**config.mk**
```make
export PLATFORM = sky130hd
export DESIGN_NAME = spi_arbiter
export DESIGN_NICKNAME = d
export VERILOG_FILES = /design/src/rtl/spi_arbiter.sv
export SDC_FILE = /design/constraint.sdc
export NUM_CORES = 1
export LEC_CHECK = 0
export BUFFER_PORTS_ARGS = -buffer_cell sky130_fd_sc_hd__buf_2
export CORE_AREA = 2 2 118 120
export DETAILED_ROUTE_END_ITERATION = 10
export DIE_AREA = 0 0 120 122
export GPL_TIMING_DRIVEN = 0
export PLACE_DENSITY_LB_ADDON = 0.05
export SLEW_MARGIN = 25
export SYNTH_ARGS = -nofsm -noshare
export SYNTH_HDL_FRONTEND = slang
export SYNTH_SLANG_ARGS = --single-unit
```
**constraint.sdc**
```tcl
create_clock -name clk -period 1.7 [get_ports clk]
set_input_delay 0.34 -clock clk [delete_from_list [all_inputs] [get_ports clk]]
set_output_delay 0.34 -clock clk [all_outputs]
set_load 0.1 [all_outputs]
```
**src/rtl/spi_arbiter.sv**
```systemverilog
// spi_arbiter: shares one spi_controller engine between NREQ requesters.
// Round-robin grant, start/busy/new_data sequencing, per-requester slave
// select fan-out and a watchdog that bounds every transaction.
module spi_arbiter #(
    parameter int NREQ  = 4,
    parameter int DW    = 16,
    parameter int TMO_W = 12
) (
    input  logic              clk,
    input  logic              reset_n,
    input  logic [NREQ-1:0]   req_valid,
    input  logic [NREQ*DW-1:0] req_data,
    output logic [NREQ-1:0]   req_ack,
    output logic [NREQ-1:0]   rsp_valid,
    output logic [DW-1:0]     rsp_data,
    output logic              rsp_err,
    output logic [2:0]        owner,
    output logic              active,
    output logic              spi_start,
    output logic [DW-1:0]     spi_data_in,
    input  logic [DW-1:0]     spi_data_out,
    input  logic              spi_busy,
    input  logic              spi_new_data,
    input  logic              spi_ss,
    output logic [NREQ-1:0]   ss_o
);

    typedef enum logic [2:0] {IDLE, START, WAIT_BUSY, WAIT_DONE, RESP} state_t;

    // Watchdog fires on the cycle the counter would reach its terminal count.
    localparam logic [TMO_W-1:0] WD_LAST = TMO_W'((2 ** TMO_W) - 2);

    state_t            state, state_nxt;
    logic [2:0]        rr;
    logic [TMO_W-1:0]  wd;
    logic              err_q;

    logic              any_req;
    logic [2:0]        winner;
    logic [DW-1:0]     win_data;
    logic              counting;
    logic              tmo_hit;
    logic              cap;

    // Round-robin pick: indices at/above rr outrank the wrapped ones below it;
    // within each group the lowest index is assigned last and therefore wins.
    always_comb begin
        any_req  = 1'b0;
        winner   = rr;
        win_data = '0;
        for (int i = NREQ - 1; i >= 0; i--) begin
            if (req_valid[i] && (3'(i) < rr)) begin
                any_req  = 1'b1;
                winner   = 3'(i);
                win_data = req_data[i*DW +: DW];
            end
        end
        for (int i = NREQ - 1; i >= 0; i--) begin
            if (req_valid[i] && (3'(i) >= rr)) begin
                any_req  = 1'b1;
                winner   = 3'(i);
                win_data = req_data[i*DW +: DW];
            end
        end
    end

    assign counting = (state == START) || (state == WAIT_BUSY) || (state == WAIT_DONE);
    assign tmo_hit  = counting && (wd == WD_LAST);
    assign cap      = ((state == WAIT_BUSY) || (state == WAIT_DONE)) && spi_new_data;

    // Next-state logic; real data wins over a coincident watchdog expiry.
    always_comb begin
        state_nxt = state;
        case (state)
            IDLE:      if (any_req) state_nxt = START;
            START:     state_nxt = tmo_hit ? RESP : WAIT_BUSY;
            WAIT_BUSY: begin
                if (spi_new_data)  state_nxt = RESP;
                else if (spi_busy) state_nxt = WAIT_DONE;
                else if (tmo_hit)  state_nxt = RESP;
            end
            WAIT_DONE: begin
                if (spi_new_data || tmo_hit) state_nxt = RESP;
            end
            RESP:      state_nxt = IDLE;
            default:   state_nxt = IDLE;
        endcase
    end

    // State, grant capture, watchdog, response capture and rr pointer update.
    always_ff @(posedge clk or negedge reset_n) begin
        if (!reset_n) begin
            state       <= IDLE;
            rr          <= '0;
            owner       <= '0;
            wd          <= '0;
            err_q       <= 1'b0;
            rsp_data    <= '0;
            spi_data_in <= '0;
        end else begin
            state <= state_nxt;
            if (state == IDLE && any_req) begin
                owner       <= winner;
                spi_data_in <= win_data;
                wd          <= '0;
            end else if (counting) begin
                wd <= wd + 1'b1;
            end
            if (state != RESP && state_nxt == RESP) begin
                err_q    <= ~cap;
                rsp_data <= cap ? spi_data_out : '0;
            end
            if (state == RESP) begin
                rr <= (owner == 3'(NREQ - 1)) ? 3'd0 : owner + 3'd1;
            end
        end
    end

    // Engine start is held until busy (or new_data) is seen, dropped on timeout.
    assign spi_start = (state == START) || (state == WAIT_BUSY);
    assign active    = (state != IDLE);
    assign rsp_err   = (state == RESP) && err_q;

    // Per-requester decode of ack/response pulses and slave-select fan-out.
    for (genvar i = 0; i < NREQ; i++) begin : g_lane
        assign req_ack[i]   = (state == START) && (owner == 3'(i));
        assign rsp_valid[i] = (state == RESP)  && (owner == 3'(i));
        assign ss_o[i]      = (active && (owner == 3'(i))) ? spi_ss : 1'b1;
    end

endmodule

```
==> impl_results.md <==
* Largest family of logic cells by synthesized area: compound AO/OA/AOI/OAI gates
* Multiplexer area fraction after synthesis at 0.256%
* WHS at 0.0945 ns
* Register area share after synthesis at 34.5%
* CP Capture Type: output port
* Compound-gate portion of the synthesized area at 30.8%
* Port Buffer Count at 136
* Post-Synth XOR/XNOR Area at 2.01%
* Critical path launch point: owner[2]$_DFFE_PN0P_
* Simple-gate share of the synthesized area at 24.6%
* Maximum VDD drop at 0.000811 V
* Vias in the first global route at 4571
* Clk root buf: clkbuf_16
* Req. time, crit path at 1.36 ns
* Worst setup margin at -0.180 ns
* Relative slew slack at 51.1%
* Max-Cap Viols at 0
* Largest net degree at the start of global routing at 55
* Pre-CTS setup slack at -0.723 ns
* Fin crit share at 111%
* DR vias/cell at 5.33
* Syn Area/Cell at 7.99 um^2
* Clk buf depth at 2
* Pre-Repair DR Iteration Count at 5
* Final setup viols at 58
* Switching share of power at 56.6%
* Gr usage total at 21.6%
* CP cell instances: nand2b_4 -> or3_4 -> buf_12
* Commonest cells in the netlist: nand2_1 (58), dfrtp_1 (54), nor2_1 (40), a21oi_1 (39), o21ai_0 (37)
* Final #Nets at 794
* H-tree levels at 2
* Clock Latency Late Sink at 0.31 ns
* Worst-Margin Slew at 0.734 ns
* Ys Warns at 0
* Primary FF master, synth: dfrtp_1
* # IOs at 139
* Crit start category: flop
* Synthesis-stage register bit count at 54
* CTS Sinks at 54
* Starting density of the core at 29.0%
* Cell accounting for the most synthesized area: dfrtp_1
* Library cells used by synthesis at 53
* Power per cell area at 2020 mW/mm^2
* First-pass GRT wire length at 24.5 mm
* RSZ-0062 raised after global routing: yes
* DRC marker count from the first detailed-route iteration at 369
* Lkg Pwr at 2.99 nW
* Area contributors post-synth: dfrtp_1 (35%), nand2_1 (5.6%), a21oi_1 (5.0%)
* Final wirelength at 16.8 mm
* Cells after Synth at 490
* Post-CTS Hold Fix Bufs at 0
* Drt drc at 0
* GRT Residual Overflow at 0
* Reg2Reg Launch Point: state[0]$_DFF_PN0_
* Kind of critical path: reg2out
* Hold Path Class: in2async
* Worst-path fanout max at 7
* Internal power at 5.85 mW
* Vias at 4696
* Proportion of layout cells with a drive suffix above 1 at 51.3%
* Area Overhead vs Synth at 70.7%
* Cts bufs inserted at 5
* Fraction of registers with async set/reset at 100%
* Clock skew at 0.00766 ns
* Logic pwr share at 75.8%
* Failing checks: setup timing
* Final min period at 1.88 ns
* Die Wd at 120 um
* Clock Pin Slew Worst Setup and Hold Paths at 0.08 ns
* Sequential Power Share at 16.0%
* Synth top area share at 34.5%
* CP peak stage delay at 0.54 ns
* Achievable Freq at 532 MHz
* Critical path arrival at 1.54 ns
* Most common cell in the netlist: nand2_1
* Post-synthesis adder-cell area fraction at 1.92%
* Row cnt at 43
* CP max-delay cell: dfrtp_4
* Die Area at 0.0146 mm^2
* Slew Limit Fails at 0
* Status: finished, violations left
* Cell Area, Synth at 0.00392 mm^2
* Final hold vios at 0
* Final GP Congestion at 0.904
* Die height at 122 um
* Area of the core at 0.0135 mm^2
* Clock power frac at 8.2%
* CTS tree: done
* Initial antenna violation count at 1
* Remaining antenna violation count at 0
* Post-Syn Nets at 585
* Detailed placement HPWL at 10.3 mm
* EDFF count, synth at 0
* Net switching power at 7.64 mW
* WL/cell at 19.0 um
path summary, 6_finish.rpt:
check	depth (start not counted)	endpoint	slack (ns)
max in group asynchronous	1	owner[1]$_DFFE_PN0P_	1.06
hold / removal	1	wd[2]$_DFFE_PN0P_	0.09
hold reg to reg	1	rsp_data[6]$_DFFE_PN0P_	0.50
min in group clk	2	rsp_data[8]$_DFFE_PN0P_	0.25
setup reg to reg	8	spi_data_in[12]$_DFFE_PN0P_	-0.14
setup / recovery	3	ss_o[3]	-0.18
repair_timing:
action,4_1_cts,5_1_grt
cloned,3,7
resized for setup,167,105
endpoints found under the setup margin,65,64
pin swaps,19,43
buffers inserted,43,15
metal layers:
layer  vias to the layer above  wire [um]  GRT usage, %
met5                         -          0             0
met4                         0        560          8.97
met3                        41        981          3.56
met2                       187       8190          37.3
met1                      2250       7030          26.8
li1                       2218          -             -
worst max-delay path, delay by kind of cell, from the launching register on:
family / cells / cell delay [ns]
buffers and inverters: 1 / 0.17
and+or+nand+nor: 2 / 0.52
DFF: 1 / 0.54
cell usage in the layout (no fill, tap or decap), types with 6 or more instances in the layout:
cell	netlist	layout
xor2_1	6	6
nor3_1	18	6
or3_1	10	9
buf_6	0	27
nand2_4	0	6
nor2_4	0	15
a311oi_1	7	6
dfrtp_1	54	48
a2bb2oi_1	15	14
and3_1	9	8
nand3_1	13	10
a21oi_1	39	33
clkbuf_16	0	8
nand2_1	58	47
nand2b_1	20	16
buf_2	15	127
nor2_1	40	24
o21ai_1	7	12
a221o_1	8	8
o211ai_1	8	8
a22o_1	17	17
a22oi_2	0	9
buf_12	0	19
o21ai_0	37	27
inv_1	16	12
nor3_2	2	10
buf_4	3	46
a221oi_2	0	8
logic make-up after synthesis:
kind of cell,Yosys count
flops,54
compound gates,174
buf+inv,53
xor+xnor,9
mux,1
simple gates,193
fa+ha+maj,6
per-stage QoR:
stage | instances | setup TNS [ns] | instance area, um^2 | util [%] | total power, mW
6_report | 881 | -4.69 | 6680 | 49.5 | 13.5
5_1_grt | 881 | -9.13 | 6680 | 49.5 | 14.1
4_1_cts | 859 | -3.08 | 6120 | 45.3 | 12.3
3_5_place_dp | 806 | -23.35 | 4990 | 36.9 | 9.62
3_3_place_gp | 806 | -23.46 | 4980 | 36.9 | 9.59
2_1_floorplan | 490 | -2.22 | 4080 | - | 8.08
state kept, by name, indices dropped and copies added, names as in the netlist:
| name | count |
|---|---|
| spi_data_in | 16 |
| err_q | 1 |
| state | 3 |
| owner | 3 |
| rsp_data | 16 |
| wd | 12 |
| rr | 3 |
cell type report:
cell class | instances | area, um^2
Fill cell | 1314 | 6820
Multi-Input combinational cell | 384 | 3000
Timing Repair Buffer | 203 | 1550
Sequential cell | 54 | 1370
Buffer | 35 | 320
Tap cell | 180 | 225
Clock buffer | 5 | 125
Inverter | 16 | 65.1
Clock inverter | 3 | 23.8
Antenna cell | 1 | 2.50
power groups by stage:
stage / Combinational (mW) / Sequential [mW] / Clock, mW
floorplan: 3.03 / 5.06 / 0
global placement: 7.45 / 2.14 / 0
detailed placement: 7.46 / 2.16 / 0
CTS: 9.01 / 2.13 / 1.16
global route: 10.7 / 2.22 / 1.21
finish: 10.2 / 2.16 / 1.11
No activity file was read; power rests on OpenSTA's default activity.
